===== config.mk =====
export PLATFORM = sky130hd
export DESIGN_NAME = dip_uart_tx
export DESIGN_NICKNAME = d
export VERILOG_FILES = /design/src/rtl/dip_uart_tx.sv
export SDC_FILE = /design/constraint.sdc
export NUM_CORES = 1
export LEC_CHECK = 0
export BUFFER_PORTS_ARGS = -buffer_cell sky130_fd_sc_hd__buf_2
export CORE_MARGIN = 2
export CORE_UTILIZATION = 30
export CTS_CLUSTER_DIAMETER = 200
export DETAILED_ROUTE_END_ITERATION = 12
export SYNTH_ARGS = -nofsm -noshare
export SYNTH_HDL_FRONTEND = slang
export SYNTH_SLANG_ARGS = --single-unit

===== constraint.sdc =====
create_clock -name clk -period 2.9 [get_ports clk]
set_input_delay 0.58 -clock clk [delete_from_list [all_inputs] [get_ports clk]]
set_output_delay 0.58 -clock clk [all_outputs]
set_load 0.1 [all_outputs]

===== src/rtl/dip_uart_tx.sv =====
// dip_uart_tx: synchronises and debounces the trainer DIP switches, mirrors
// the debounced value on the LEDs, and sends each new value to the AVR as
// one 8N1 UART byte, held off by the AVR's receive-buffer-full flag.
module dip_uart_tx #(
  parameter int CLK_PER_BIT     = 100,
  parameter int DEBOUNCE_CYCLES = 50000
) (
  input  logic       clk,
  input  logic       rst,
  input  logic [7:0] trainer_dip,
  input  logic       avr_rx_busy,
  output logic       avr_rx,
  output logic [7:0] led,
  output logic       tx_busy
);

  localparam int TMR_W = $clog2(CLK_PER_BIT);
  localparam int DB_W  = $clog2(DEBOUNCE_CYCLES) + 1;

  localparam logic [TMR_W-1:0] TMR_LAST = TMR_W'(CLK_PER_BIT - 1);
  localparam logic [DB_W-1:0]  DB_LAST  = DB_W'(DEBOUNCE_CYCLES - 1);

  localparam logic [1:0] S_IDLE  = 2'd0;
  localparam logic [1:0] S_START = 2'd1;
  localparam logic [1:0] S_DATA  = 2'd2;
  localparam logic [1:0] S_STOP  = 2'd3;

  // Synchroniser stages
  logic [7:0] dip_meta_q, dip_s_q;
  logic       busy_meta_q, busy_s_q;

  // Debouncer state
  logic [7:0]      cand_q, cand_d;
  logic [DB_W-1:0] db_cnt_q, db_cnt_d;
  logic [7:0]      stable_q, stable_d;

  // Transmitter state
  logic [1:0]       state_q, state_d;
  logic [TMR_W-1:0] tmr_q, tmr_d;
  logic [2:0]       idx_q, idx_d;
  logic [7:0]       shreg_q, shreg_d;
  logic [7:0]       last_sent_q, last_sent_d;
  logic             avr_rx_q, avr_rx_d;

  logic pending;
  logic launch;

  // Two-flop synchronisers for the asynchronous switch and flow-control inputs
  always_ff @(posedge clk) begin
    // NOTE: every register in an always_ff uses <= so all flops sample the
    // pre-edge values together; a blocking = here would collapse the chain.
    if (rst) begin
      dip_meta_q  <= 8'h00;
      dip_s_q     <= 8'h00;
      busy_meta_q <= 1'b0;
      busy_s_q    <= 1'b0;
    end else begin
      dip_meta_q  <= trainer_dip;
      dip_s_q     <= dip_meta_q;
      busy_meta_q <= avr_rx_busy;
      busy_s_q    <= busy_meta_q;
    end
  end

  // Vector debouncer: any difference restarts the count, a full run of
  // stable cycles promotes the candidate to the debounced value
  always_comb begin
    // NOTE: defaulting every next-state variable first means no path leaves
    // one unassigned, so no latch can be inferred.
    cand_d   = cand_q;
    db_cnt_d = db_cnt_q;
    stable_d = stable_q;
    if (dip_s_q != cand_q) begin
      cand_d   = dip_s_q;
      db_cnt_d = '0;
    end else if (db_cnt_q != DB_LAST) begin
      db_cnt_d = db_cnt_q + DB_W'(1);
    end else begin
      stable_d = cand_q;
    end
  end

  assign pending = (stable_q != last_sent_q);

  // Frame sequencer; a frame may launch from IDLE or straight out of the
  // last STOP cycle so back-to-back frames carry no idle gap
  always_comb begin
    state_d     = state_q;
    tmr_d       = tmr_q;
    idx_d       = idx_q;
    shreg_d     = shreg_q;
    last_sent_d = last_sent_q;
    launch      = 1'b0;

    unique case (state_q)
      S_IDLE: begin
        launch = pending && !busy_s_q;
      end
      S_START: begin
        if (tmr_q == TMR_LAST) begin
          tmr_d   = '0;
          idx_d   = 3'd0;
          state_d = S_DATA;
        end else begin
          tmr_d = tmr_q + TMR_W'(1);
        end
      end
      S_DATA: begin
        if (tmr_q == TMR_LAST) begin
          tmr_d = '0;
          if (idx_q == 3'd7) state_d = S_STOP;
          else               idx_d   = idx_q + 3'd1;
        end else begin
          tmr_d = tmr_q + TMR_W'(1);
        end
      end
      S_STOP: begin
        if (tmr_q == TMR_LAST) begin
          tmr_d = '0;
          if (pending && !busy_s_q) launch  = 1'b1;
          else                      state_d = S_IDLE;
        end else begin
          tmr_d = tmr_q + TMR_W'(1);
        end
      end
      default: state_d = S_IDLE;
    endcase

    // Snapshot the debounced value; a change landing on this same edge
    // stays pending for the next frame
    if (launch) begin
      shreg_d     = stable_q;
      last_sent_d = stable_q;
      tmr_d       = '0;
      state_d     = S_START;
    end
  end

  // Line level for the coming cycle, registered so avr_rx never glitches
  always_comb begin
    unique case (state_d)
      S_START: avr_rx_d = 1'b0;
      S_DATA:  avr_rx_d = shreg_d[idx_d];
      default: avr_rx_d = 1'b1;
    endcase
  end

  // State registers; reset abandons any frame and returns the line high
  always_ff @(posedge clk) begin
    if (rst) begin
      cand_q      <= 8'h00;
      db_cnt_q    <= '0;
      stable_q    <= 8'h00;
      state_q     <= S_IDLE;
      tmr_q       <= '0;
      idx_q       <= 3'd0;
      shreg_q     <= 8'h00;
      last_sent_q <= 8'h00;
      avr_rx_q    <= 1'b1;
    end else begin
      cand_q      <= cand_d;
      db_cnt_q    <= db_cnt_d;
      stable_q    <= stable_d;
      state_q     <= state_d;
      tmr_q       <= tmr_d;
      idx_q       <= idx_d;
      shreg_q     <= shreg_d;
      last_sent_q <= last_sent_d;
      avr_rx_q    <= avr_rx_d;
    end
  end

  assign avr_rx  = avr_rx_q;
  assign led     = stable_q;
  assign tx_busy = (state_q != S_IDLE);

endmodule


==> impl_results.md <==
* Die extent in y at 110 µm
* F_max at 0.401 GHz
* Vias in the first global route at 2364
* Pins over their slew limit at 0
* Critical Path RT at 3.11 ns
* Status: complete, no violations
* Io pins at 21
* Area of the multi-input gates at 1730 µm²
* Post-synthesis sequential area ratio at 47.1%
* Leak at 1.76 nW
* Crit path cell chain: or4b_4 > o21ai_1 > nand3_2 > a21oi_4 > mux4_2 > a22oi_1 > a41oi_1
* Post_cts resized at 0
* Hold-fix buffers, CTS at 0
* H-tree Lvls at 3
* Layout cells sized above 1 at 13.9%
* CP Class: reg2reg
* Final hold viol count at 0
* Antenna viol nets, final at 0
* TritonRoute pass-1 iters at 4
* Largest cells by area after synthesis: dfxtp_1, mux2i_1, xor2_1, nor2_1, nor2b_1
* Fraction of registers with async set/reset at 0%
* Max-cap violations at 0
* Delay-heaviest family, CP: compound AO/OA/AOI/OAI gates
* Initial antenna violation count at 0
* Clock transition at path regs at 0.06 ns
* ANT cells at 0
* Unrepaired setup endpoints after global routing: false
* FP Rows at 38
* Power Density at 597 nW/µm²
* Synth-to-Final Area Change at 17.8%
* Avg WL per Cell at 11.8 µm
* Final setup fails at 0
* Core area at 10900 µm²
* Synth Net Count at 367
* Fin Clk Skew at 0.00796 ns
* Post-route clock period utilization at 86.1%
* Via Count at 2391
* Detailed Route Iter0 Violations at 137
* Final critical-path required period at 2.50 ns
* GRT overflow at 0
* First-pass GRT wire length at 10900 µm
* Layout Nets at 394
* Via density at 4.60
* # port buffers at 20
* Layout fillers at 1116
* Longest Clk Path Bufs at 2
* DIE WIDTH at 110 µm
* Post-Syn Instances at 348
* Yosys synthesis warning count at 0
* Util after Layout at 36.6%
* Slew margin rel. at 54.1%
* Hold Crit Class: reg2reg
* Most common cell after layout, fill and taps aside: dfxtp_1
* Peak supply drop at 0.243 mV
* TritonCTS buffer count at 9
* GRT Total Usage at 10.7%
* Post-synth EDFFs at 0
* CP Buf/Inv Count at 0
* Yosys cell types at 48
* Slew at the pin closest to its max-slew limit at 0.686 ns
* Setup TNS Final at 0 ns
* Largest net degree at the start of global routing at 34
* Routed WL at 6130 µm
* Clock root cell: clkbuf_16
* Synthesized area per cell at 9.77 µm²
* Critical-path maximum fanout at 5
* Crit. End Element: flip-flop
* Die footprint at 12200 µm²
* Crit path launch type: flip-flop
* Number of synthesized register bits at 80
* Top cell type's share of synthesized area at 47.1%
* Placement Cell Area at 3680 µm²
* Drc violations at 0
* Top FF cell, synth: dfxtp_1
* Sequential cell area at 1600 µm²
* Critical Path AT at 2.70 ns
* Worst hold margin at 0.436 ns
* Slowest stage cell, crit path: or4b_4
* CTS tree: yes
* CP peak stage delay at 0.56 ns
* Most frequent cells in the layout: dfxtp_1, nor2_1, mux2i_1, xor2_1, nor2b_1
* Post-Syn Area at 3400 µm²
* Initial core utilization at 31.1%
* Clock latency on the worst-skew pair at 0.33 ns
* Finished layout cell area at 4010 µm²
* Clock sink total at 80
* Post-DP HPWL at 4410 µm
* Yosys top cell by area: dfxtp_1
* Gp weighted congestion at 0.773
* Post-CTS setup buffers at 0
-- final cells by class --
type / instances / area share, %
multi-input combinational: 251 / 43.2
clock buffer: 9 / 5.62
inverter: 7 / 0.656
timing repair buffer: 26 / 3.62
sequential: 80 / 40.0
clock inverter: 7 / 2.56
tap: 140 / 4.37
-- path summary, 6_finish.rpt --
| kind | startpoint | to | slack [ns] | cells after the start |
|---|---|---|---|---|
| worst min-delay path | dip_meta_q[3]$_SDFF_PP0_ | dip_s_q[3]$_SDFF_PP0_ | 0.44 | 1 |
| worst max register to register | tmr_q[2]$_SDFFE_PP0P_ | avr_rx$_SDFF_PP1_ | 0.40 | 7 |
| worst max-delay path | tmr_q[2]$_SDFFE_PP0P_ | avr_rx$_SDFF_PP1_ | 0.40 | 7 |
| worst min register to register | dip_meta_q[3]$_SDFF_PP0_ | dip_s_q[3]$_SDFF_PP0_ | 0.44 | 1 |
-- Yosys cell counts, types with 3 or more instances --
master,n
dfxtp_1,80
nand2_1,13
xnor2_1,6
clkbuf_1,6
nor2_1,55
mux2i_1,31
nor3_1,5
ha_1,8
nand2b_1,5
nand3_1,13
nand4_1,3
nor4_1,4
xor2_1,30
a21oi_1,6
buf_2,3
nor2b_1,30
inv_1,7
and3_1,6
or3_1,3
-- layer usage --
metal | track usage, % | wire [µm] | vias to the layer above
li1 | - | - | 1238
met1 | 13.3 | 2980 | 1110
met2 | 17.6 | 2860 | 33
met3 | 2.96 | 196 | 10
met4 | 4.25 | 99 | 0
met5 | 0 | 0 | -
-- report_power, final --
part           total [mW]  internal, mW  switching [mW]
sequential           1.12          1.11         0.00700
combinational      0.0485        0.0206          0.0280
clock                1.22         0.765           0.458
-- metrics by stage --
step / std cells / power, mW / worst slack [ns]
after floorplan: 348 / 1.18 / 0.283
after global placement: 504 / 1.20 / 0.426
after detailed placement: 504 / 1.20 / 0.386
after CTS: 520 / 2.43 / 0.390
after global routing: 520 / 2.48 / 0.140
final: 520 / 2.39 / 0.403
-- cell families after synthesis --
group	synth area share, %
multiplexers	10.1
adder cells (fa/ha/maj)	2.94
XOR/XNOR	9.27
AO/OA/AOI/OAI	5.48
flip-flops	47.1
buffers and inverters	1.99
AND/OR/NAND/NOR	23.1
-- state kept, by name, indices dropped and copies added (netlist names), 2 cells and up --
signal and count:
cand_q 8, db_cnt_q 17, dip_meta_q 8, dip_s_q 8
idx_q 3, last_sent_q 8, led 8, shreg_q 8
state_q 2, tmr_q 7
Note: power is estimated with default switching activity, not from simulation.
